==> src/rtl/dlsc_axi_router_channel_source_pkt_if.sv <==
// rtl/dlsc_axi_router_channel_source_pkt_if.sv - command, source, arbiter and lane signals of one channel source endpoint
interface dlsc_axi_router_channel_source_pkt_if #(
    parameter int DATA   = 32,
    parameter int SINKS  = 1,
    parameter int SINKSB = 1,
    parameter int LANES  = 1,
    parameter int LANESB = 1,
    parameter int LVLB   = 5
);
    logic              cmd_full;
    logic              cmd_push;
    logic [SINKSB-1:0] cmd_sink;
    logic              source_ready;
    logic              source_valid;
    logic              source_last;
    logic [DATA-1:0]   source_data;
    logic [SINKS-1:0]  sink_source;
    logic              arb_req;
    logic [SINKSB-1:0] arb_req_sink;
    logic              arb_grant;
    logic [LANESB-1:0] arb_grant_lane;
    logic [LANES-1:0]  lane_in_ready;
    logic              lane_in_valid;
    logic              lane_in_last;
    logic [DATA-1:0]   lane_in_data;
    logic [LVLB-1:0]   buf_level;
    logic              err_overflow;

    modport slave (
        input  cmd_push, cmd_sink, source_valid, source_last, source_data, sink_source,
               arb_grant, arb_grant_lane, lane_in_ready,
        output cmd_full, source_ready, arb_req, arb_req_sink, lane_in_valid, lane_in_last,
               lane_in_data, buf_level, err_overflow
    );

    modport master (
        output cmd_push, cmd_sink, source_valid, source_last, source_data, sink_source,
               arb_grant, arb_grant_lane, lane_in_ready,
        input  cmd_full, source_ready, arb_req, arb_req_sink, lane_in_valid, lane_in_last,
               lane_in_data, buf_level, err_overflow
    );
endinterface

==> src/rtl/dlsc_axi_router_channel_source_pkt.sv <==
// rtl/dlsc_axi_router_channel_source_pkt.sv - per-source channel endpoint: command queue, beat buffer, lane request and grant tracking
module dlsc_axi_router_channel_source_pkt #(
    parameter int DATA     = 32,
    parameter int MOT      = 16,
    parameter int SINKS    = 1,
    parameter int SINKSB   = 1,
    parameter int LANES    = 1,
    parameter int LANESB   = 1,
    parameter int BUFDEPTH = 16,
    parameter int MODE     = 0,
    parameter int THRESH   = 4,
    parameter int LVLB     = 5
) (
    input  logic clk,
    input  logic rst,
    dlsc_axi_router_channel_source_pkt_if.slave ch
);
    localparam int CAW  = (MOT > 1) ? $clog2(MOT) : 1;
    localparam int BAW  = (BUFDEPTH > 1) ? $clog2(BUFDEPTH) : 1;
    localparam int PKTW = BAW + 1;

    typedef enum logic {ST_IDLE, ST_ACTIVE} state_t;

    state_t            state_q;
    logic [LANESB-1:0] lane_q;
    logic              err_q;

    logic              grant;
    logic              lane_rdy;
    logic              sink_ok;
    logic              cmd_empty;
    logic [SINKSB-1:0] head_sink;
    logic              pop;
    logic              out_last;
    logic              grant_clear;
    logic              grant_take;
    logic              eligible;

    assign grant       = (state_q == ST_ACTIVE);
    assign lane_rdy    = |(ch.lane_in_ready & (LANES'(1) << lane_q));
    assign sink_ok     = |(ch.sink_source & (SINKS'(1) << head_sink));
    assign grant_clear = pop && out_last;
    // A grant is only taken when idle or on the cycle the current burst finishes.
    assign grant_take  = ch.arb_grant && (!grant || grant_clear);

    assign ch.arb_req      = eligible && (!grant || grant_clear) && !cmd_empty && sink_ok;
    assign ch.arb_req_sink = head_sink;
    assign ch.err_overflow = err_q;

    generate
        if (SINKS > 1) begin : g_cmd
            logic [SINKSB-1:0] mem [MOT];
            logic [CAW-1:0]    wr_q;
            logic [CAW-1:0]    rd_q;
            logic [CAW:0]      cnt_q;
            logic              push;
            logic              cpop;

            assign push = ch.cmd_push && (cnt_q != (CAW+1)'(MOT));
            assign cpop = grant_take && (cnt_q != '0);

            always_ff @(posedge clk) begin
                if (push) begin
                    mem[wr_q] <= ch.cmd_sink;
                end
            end

            always_ff @(posedge clk or posedge rst) begin
                if (rst) begin
                    wr_q  <= '0;
                    rd_q  <= '0;
                    cnt_q <= '0;
                end else begin
                    if (push) begin
                        wr_q <= wr_q + 1'b1;
                    end
                    if (cpop) begin
                        rd_q <= rd_q + 1'b1;
                    end
                    cnt_q <= cnt_q + {{CAW{1'b0}}, push} - {{CAW{1'b0}}, cpop};
                end
            end

            assign head_sink   = mem[rd_q];
            assign cmd_empty   = (cnt_q == '0);
            // One entry held back because the upstream push is pipelined by a cycle.
            assign ch.cmd_full = (cnt_q >= (CAW+1)'(MOT-1));
        end else begin : g_nocmd
            logic unused_cmd;
            assign unused_cmd  = ^{ch.cmd_push, ch.cmd_sink};
            assign head_sink   = '0;
            assign cmd_empty   = 1'b0;
            assign ch.cmd_full = 1'b0;
        end

        if (BUFDEPTH > 0) begin : g_buf
            logic [DATA:0]     mem [BUFDEPTH];
            logic [BAW-1:0]    wr_q;
            logic [BAW-1:0]    rd_q;
            logic [PKTW-1:0]   lvl_q;
            logic [PKTW-1:0]   pkt_q;
            logic [PKTW-1:0]   lvl_n;
            logic [PKTW-1:0]   pkt_n;
            logic              rdy_q;
            logic              full;
            logic              valid;
            logic              wr;

            assign full            = (lvl_q == PKTW'(BUFDEPTH));
            assign valid           = (lvl_q != '0);
            assign ch.source_ready = rdy_q && !full;
            assign wr              = ch.source_valid && ch.source_ready;
            assign out_last        = mem[rd_q][DATA];
            assign pop             = grant && lane_rdy && valid;
            assign ch.lane_in_valid = grant && valid;
            assign ch.lane_in_last = out_last;
            assign ch.lane_in_data = mem[rd_q][DATA-1:0];
            assign ch.buf_level    = LVLB'(lvl_q);

            // Judge availability after this cycle's pop so the next burst can be
            // requested during the last beat of the current one.
            assign lvl_n = lvl_q - PKTW'(pop);
            assign pkt_n = pkt_q - PKTW'(grant_clear);

            always_comb begin
                case (MODE)
                    1:       eligible = (pkt_n != '0) || full;
                    2:       eligible = (pkt_n != '0) || (lvl_n >= PKTW'(THRESH));
                    default: eligible = (lvl_n != '0);
                endcase
            end

            always_ff @(posedge clk) begin
                if (wr) begin
                    mem[wr_q] <= {ch.source_last, ch.source_data};
                end
            end

            always_ff @(posedge clk or posedge rst) begin
                if (rst) begin
                    rdy_q <= 1'b0;
                    wr_q  <= '0;
                    rd_q  <= '0;
                    lvl_q <= '0;
                    pkt_q <= '0;
                end else begin
                    rdy_q <= 1'b1;
                    if (wr) begin
                        wr_q <= wr_q + 1'b1;
                    end
                    if (pop) begin
                        rd_q <= rd_q + 1'b1;
                    end
                    lvl_q <= lvl_q + PKTW'(wr) - PKTW'(pop);
                    pkt_q <= pkt_q + PKTW'(wr && ch.source_last) - PKTW'(grant_clear);
                end
            end
        end else begin : g_pass
            assign ch.source_ready  = grant && lane_rdy;
            assign pop              = ch.source_valid && ch.source_ready;
            assign out_last         = ch.source_last;
            assign ch.lane_in_valid = grant && ch.source_valid;
            assign ch.lane_in_last  = ch.source_last;
            assign ch.lane_in_data  = ch.source_data;
            assign ch.buf_level     = '0;
            assign eligible         = ch.source_valid && !grant;
        end
    endgenerate

    // A grant arriving while a burst is still in flight is dropped and flagged.
    always_ff @(posedge clk or posedge rst) begin
        if (rst) begin
            state_q <= ST_IDLE;
            lane_q  <= '0;
            err_q   <= 1'b0;
        end else begin
            if (grant_take) begin
                state_q <= ST_ACTIVE;
                lane_q  <= ch.arb_grant_lane;
            end else if (grant_clear) begin
                state_q <= ST_IDLE;
            end else if (ch.arb_grant) begin
                err_q <= 1'b1;
            end
        end
    end
endmodule

==> src/flat_wrapper.sv <==
// flat-port wrapper written by rule: the top's interface ports become plain ports
module dlsc_axi_router_channel_source_pkt_flat 
#(
    parameter int DATA     = 32,
    parameter int MOT      = 16,
    parameter int SINKS    = 1,
    parameter int SINKSB   = 1,
    parameter int LANES    = 1,
    parameter int LANESB   = 1,
    parameter int BUFDEPTH = 16,
    parameter int MODE     = 0,
    parameter int THRESH   = 4,
    parameter int LVLB     = 5
)
  (clk, rst, ch_cmd_push, ch_cmd_sink, ch_source_valid, ch_source_last, ch_source_data, ch_sink_source, ch_arb_grant, ch_arb_grant_lane, ch_lane_in_ready, ch_cmd_full, ch_source_ready, ch_arb_req, ch_arb_req_sink, ch_lane_in_valid, ch_lane_in_last, ch_lane_in_data, ch_buf_level, ch_err_overflow);
  dlsc_axi_router_channel_source_pkt_if #(.DATA(DATA), .SINKS(SINKS), .SINKSB(SINKSB), .LANES(LANES), .LANESB(LANESB), .LVLB(LVLB)) ch_i ();
  input  logic clk;
  input  logic rst;
  input wire logic [$bits(ch_i.cmd_push)-1:0] ch_cmd_push;
  input wire logic [$bits(ch_i.cmd_sink)-1:0] ch_cmd_sink;
  input wire logic [$bits(ch_i.source_valid)-1:0] ch_source_valid;
  input wire logic [$bits(ch_i.source_last)-1:0] ch_source_last;
  input wire logic [$bits(ch_i.source_data)-1:0] ch_source_data;
  input wire logic [$bits(ch_i.sink_source)-1:0] ch_sink_source;
  input wire logic [$bits(ch_i.arb_grant)-1:0] ch_arb_grant;
  input wire logic [$bits(ch_i.arb_grant_lane)-1:0] ch_arb_grant_lane;
  input wire logic [$bits(ch_i.lane_in_ready)-1:0] ch_lane_in_ready;
  output wire logic [$bits(ch_i.cmd_full)-1:0] ch_cmd_full;
  output wire logic [$bits(ch_i.source_ready)-1:0] ch_source_ready;
  output wire logic [$bits(ch_i.arb_req)-1:0] ch_arb_req;
  output wire logic [$bits(ch_i.arb_req_sink)-1:0] ch_arb_req_sink;
  output wire logic [$bits(ch_i.lane_in_valid)-1:0] ch_lane_in_valid;
  output wire logic [$bits(ch_i.lane_in_last)-1:0] ch_lane_in_last;
  output wire logic [$bits(ch_i.lane_in_data)-1:0] ch_lane_in_data;
  output wire logic [$bits(ch_i.buf_level)-1:0] ch_buf_level;
  output wire logic [$bits(ch_i.err_overflow)-1:0] ch_err_overflow;
  assign ch_i.cmd_push = ch_cmd_push;
  assign ch_i.cmd_sink = ch_cmd_sink;
  assign ch_i.source_valid = ch_source_valid;
  assign ch_i.source_last = ch_source_last;
  assign ch_i.source_data = ch_source_data;
  assign ch_i.sink_source = ch_sink_source;
  assign ch_i.arb_grant = ch_arb_grant;
  assign ch_i.arb_grant_lane = ch_arb_grant_lane;
  assign ch_i.lane_in_ready = ch_lane_in_ready;
  assign ch_cmd_full = ch_i.cmd_full;
  assign ch_source_ready = ch_i.source_ready;
  assign ch_arb_req = ch_i.arb_req;
  assign ch_arb_req_sink = ch_i.arb_req_sink;
  assign ch_lane_in_valid = ch_i.lane_in_valid;
  assign ch_lane_in_last = ch_i.lane_in_last;
  assign ch_lane_in_data = ch_i.lane_in_data;
  assign ch_buf_level = ch_i.buf_level;
  assign ch_err_overflow = ch_i.err_overflow;
  dlsc_axi_router_channel_source_pkt #(.DATA(DATA), .MOT(MOT), .SINKS(SINKS), .SINKSB(SINKSB), .LANES(LANES), .LANESB(LANESB), .BUFDEPTH(BUFDEPTH), .MODE(MODE), .THRESH(THRESH), .LVLB(LVLB)) u_core (.clk(clk), .rst(rst), .ch(ch_i));
endmodule
==> config.mk <==
export PLATFORM = sky130hd
export DESIGN_NAME = dlsc_axi_router_channel_source_pkt_flat
export DESIGN_NICKNAME = d
export VERILOG_FILES = /design/src/rtl/dlsc_axi_router_channel_source_pkt_if.sv /design/src/rtl/dlsc_axi_router_channel_source_pkt.sv /design/src/flat_wrapper.sv
export SDC_FILE = /design/constraint.sdc
export NUM_CORES = 1
export LEC_CHECK = 0
export BUFFER_PORTS_ARGS = -buffer_cell sky130_fd_sc_hd__buf_2
export CORE_MARGIN = 5
export CORE_UTILIZATION = 55
export CTS_CLUSTER_SIZE = 16
export DETAILED_ROUTE_END_ITERATION = 8
export PLACE_DENSITY = 0.72
export SLEW_MARGIN = 5
export SYNTH_ARGS = -nofsm -noshare
export SYNTH_HDL_FRONTEND = slang
export SYNTH_SLANG_ARGS = --single-unit
==> constraint.sdc <==
create_clock -name clk -period 4.8 [get_ports clk]
set_clock_uncertainty 0.2 [all_clocks]
set_input_delay 0.48 -clock clk [delete_from_list [all_inputs] [get_ports clk]]
set_output_delay 0.48 -clock clk [all_outputs]
set_load 0.01 [all_outputs]
==> impl_metrics.sql <==
INSERT INTO impl_metrics (metric_group, metric, value, unit) VALUES
('status', 'run_status', 'finished clean', ''),
('grt', 'antenna_found_initial', '6', ''),
('floorplan', 'dieWidth', '205', 'um'),
('synth', 'number_of_instances_in_the_synthesized_netlist', '857', ''),
('synth', 'async_flop_share', '0.0312', ''),
('detailed_routing', 'dr_total_vias', '9281', ''),
('detailed_routing', 'post-route-drc-count', '0', ''),
('placed_design', 'dp.final_hpwl', '22300', 'um'),
('floorplan', 'floorplan.initialDensity', '0.557', ''),
('run', 'max_cap_violations', '0', ''),
('pwr', 'pwr_density_cell', '565', 'mW/mm2'),
('sta', 'holdWs', '67.2', 'ps'),
('detailed_routing', 'total_routed_wirelength', '41700', 'um'),
('cts', 'cts-htree-levels', '2', ''),
('critical_path', 'crit_path_start_kind', 'flip-flop', ''),
('synth', 'synth.top_cells.by_count', 'sky130_fd_sc_hd__edfxtp_1, sky130_fd_sc_hd__mux4_2, sky130_fd_sc_hd__nor2_1', ''),
('cells_and_area', 'multi_input_comb_area', '0.00445', 'mm2'),
('synth', 'synth_top_cells_by_area', 'sky130_fd_sc_hd__edfxtp_1, sky130_fd_sc_hd__mux4_2, sky130_fd_sc_hd__dfrtp_1', ''),
('cts', 'cts_tree', 'done', ''),
('critical_path', 'ff2ff_setup_slack', '1510', 'ps'),
('placed_design', 'placed_cells_incl_taps', '1438', ''),
('sta', 'finalCriticalPeriod', '4140', 'ps'),
('synth', 'yosysMostFrequentCell', 'sky130_fd_sc_hd__edfxtp_1', ''),
('synth', 'yosys.area.top_type', 'sky130_fd_sc_hd__edfxtp_1', ''),
('critical_path', 'critical_path_peak_fanout', '6', ''),
('synth', 'synth.yosys.seq_area_share', '0.778', ''),
('sta', 'min_period_over_period', '0.862', ''),
('synth', 'synth-seq-cells', '545', ''),
('floorplan', 'floorplan.die_area', '0.0420', 'mm2'),
('cells_and_area', 'finalNonFillerCells', '1541', ''),
('critical_path', 'critical_path.reg2reg.endpoint', 'u_core.g_buf.mem[12][15]$_DFFE_PP_', ''),
('critical_path', 'critical_path.startpoint', 'u_core.ch.buf_level[2]$_DFF_PP0_', ''),
('detailed_routing', 'detail_route.iter0.violations', '887', ''),
('worst_hold_path', 'min_delay_path_depth', '1', ''),
('pwr', 'clkPwrFrac', '0.297', ''),
('pwr', 'report.power.total', '13.4', 'mW'),
('cts', 'clock_sinks', '545', ''),
('synth', 'syn-cell-area', '0.0209', 'mm2'),
('critical_path', 'cp-end-kind', 'output pin', ''),
('critical_path', 'reg2reg_from', 'u_core.ch.buf_level[2]$_DFF_PP0_', ''),
('synth', 'post_synth.cell_area_avg', '24.4', 'um2'),
('grt', 'grt_pass1_wl', '62400', 'um'),
('cells_and_area', 'nNetsFinal', '1042', ''),
('cts', 'cts_setup_buffers', '0', ''),
('worst_hold_path', 'hold_start', 'ch_source_data[1]', ''),
('floorplan', 'top_level_pins', '86', ''),
('synth', 'synthesis.yosys.warnings', '0', ''),
('pwr', 'p_sw', '3.74', 'mW'),
('worst_hold_path', 'holdCritPathClass', 'in2reg', ''),
('pwr', 'p_comb_frac', '0.259', ''),
('worst_hold_path', 'hold-path-endpoint', 'u_core.g_buf.mem[2][1]$_DFFE_PP_', ''),
('floorplan', 'die_y', '205', 'um'),
('cts', 'root_buffer', 'sky130_fd_sc_hd__clkbuf_16', ''),
('grt', 'gr_overflow_total', '0', ''),
('cells_and_area', 'post_route_cells_drive_above_1_share', '0.359', ''),
('pwr', 'seq_power_share', '0.444', ''),
('sta', 'hold_viol', '0', ''),
('critical_path', 'timing.reg2reg.worst_path_depth', '7', ''),
('detailed_routing', 'antenna_nets_post_route', '0', ''),
('cells_and_area', 'fill_cells', '2470', ''),
('cts', 'inserted_clock_buffers', '53', ''),
('synth', 'synth_enable_flop_cells', '528', ''),
('cts', 'clk_transition_reported_paths', '60', 'ps'),
('detailed_routing', 'route.detailed.vias_per_inst', '6.02', ''),
('placed_design', 'dp_worst_setup_slack', '1230', 'ps'),
('cells_and_area', 'flow.area_growth_from_synthesis', '13.7', '%'),
('placed_design', 'gp_congestion', '0.723', ''),
('detailed_routing', 'dr.pass1.iters', '5', ''),
('floorplan', 'placementRows', '71', ''),
('placed_design', 'port-buffer-count', '81', ''),
('critical_path', 'wp_data_required', '4120', 'ps');
## logic make-up after synthesis
group                    share of synthesized area
AND/OR/NAND/NOR                             0.0103
multiplexers                                 0.176
flip-flops                                   0.778
other                                     0.000359
buffers and inverters                       0.0145
XOR/XNOR                                   0.00544
adder cells (fa/ha/maj)                    0.00933
AO/OA/AOI/OAI                              0.00586
## critical path, stage by stage (launching register included)
cell and delay, ps:
sky130_fd_sc_hd__dfrtp_1 420, sky130_fd_sc_hd__inv_1 140, sky130_fd_sc_hd__ha_1 190, sky130_fd_sc_hd__inv_1 60, sky130_fd_sc_hd__nor4_1 330, sky130_fd_sc_hd__nor4b_2 100, sky130_fd_sc_hd__buf_4 180, sky130_fd_sc_hd__ha_1 220
sky130_fd_sc_hd__inv_1 90, sky130_fd_sc_hd__ha_1 240, sky130_fd_sc_hd__or4_1 520, sky130_fd_sc_hd__o221a_2 250, sky130_fd_sc_hd__buf_2 130
## cells in the final DEF, fill, tap and decap left out, types with 3 or more instances in the layout
master                          count
sky130_fd_sc_hd__dlygate4sd3_1      3
sky130_fd_sc_hd__nor3_2             4
sky130_fd_sc_hd__clkbuf_16         55
sky130_fd_sc_hd__clkbuf_1          15
sky130_fd_sc_hd__mux2_2             3
sky130_fd_sc_hd__dfrtp_1           13
sky130_fd_sc_hd__nand2b_1           3
sky130_fd_sc_hd__nand2_1           11
sky130_fd_sc_hd__ha_1              14
sky130_fd_sc_hd__o21bai_1           3
sky130_fd_sc_hd__conb_1             3
sky130_fd_sc_hd__nor2_1             6
sky130_fd_sc_hd__edfxtp_1         528
sky130_fd_sc_hd__buf_2             81
sky130_fd_sc_hd__xnor2_1           10
sky130_fd_sc_hd__clkinv_2           6
sky130_fd_sc_hd__nor2_4            12
sky130_fd_sc_hd__buf_4             30
sky130_fd_sc_hd__dfrtp_4            3
sky130_fd_sc_hd__xor2_1             3
sky130_fd_sc_hd__clkinv_1          17
sky130_fd_sc_hd__mux4_2           162
sky130_fd_sc_hd__bufinv_16          4
sky130_fd_sc_hd__inv_1             13
## per-layer routing
metal	vias up	GRT usage	part of all wire
met5	-	0	0.0011
met4	10	0.0457	0.018
met3	67	0.0464	0.071
met2	346	0.333	0.51
met1	4949	0.287	0.40
li1	3909	-	-
## flip-flops by register name, indices dropped and copies added, names as in the netlist
signal	flops
u_core.lane_q	1
u_core.grant	1
u_core.g_buf.wr_q	4
u_core.g_buf.mem	528
u_core.g_buf.rdy_q	1
u_core.g_buf.rd_q	4
u_core.ch.err_overflow	1
u_core.ch.buf_level	5
## power by group through the flow
stage / Sequential (mW) / Clock, mW / Combinational (mW)
after global placement: 6.06 / 0 / 3.52
after CTS: 5.98 / 4.06 / 3.57
after floorplan: 5.71 / 0 / 2.81
after detailed placement: 6.08 / 0 / 3.55
after global routing: 6.02 / 4.28 / 3.76
final: 5.97 / 3.99 / 3.48
## metrics by stage
stage          utilization  area (um2)
6_report             0.633       23800
2_1_floorplan            -       20900
5_1_grt              0.633       23800
4_1_cts              0.633       23800
3_5_place_dp         0.588       22100
3_3_place_gp         0.588       22100
## worst max path at each step
stage                                             to
floorplan           u_core.g_buf.mem[3][0]$_DFFE_PP_
global placement                          ch_arb_req
detailed placement                        ch_arb_req
CTS                                       ch_arb_req
global route                              ch_arb_req
finish                                    ch_arb_req
## repair_timing
item / 4_1_cts / 5_1_grt
endpoints found under the hold margin: 20 / 0
resized for setup: 0 / 0
hold buffers: 3 / 0
## final cells by class
type | instances | area share
Timing Repair Buffer | 115 | 0.0286
Multi-Input combinational cell | 257 | 0.187
Tap cell | 511 | 0.0269
Clock buffer | 70 | 0.0602
Inverter | 13 | 0.00205
Sequential cell | 545 | 0.685
Antenna cell | 1 | 0.000105
Clock inverter | 29 | 0.00973
(Power assumes the default switching activity.)
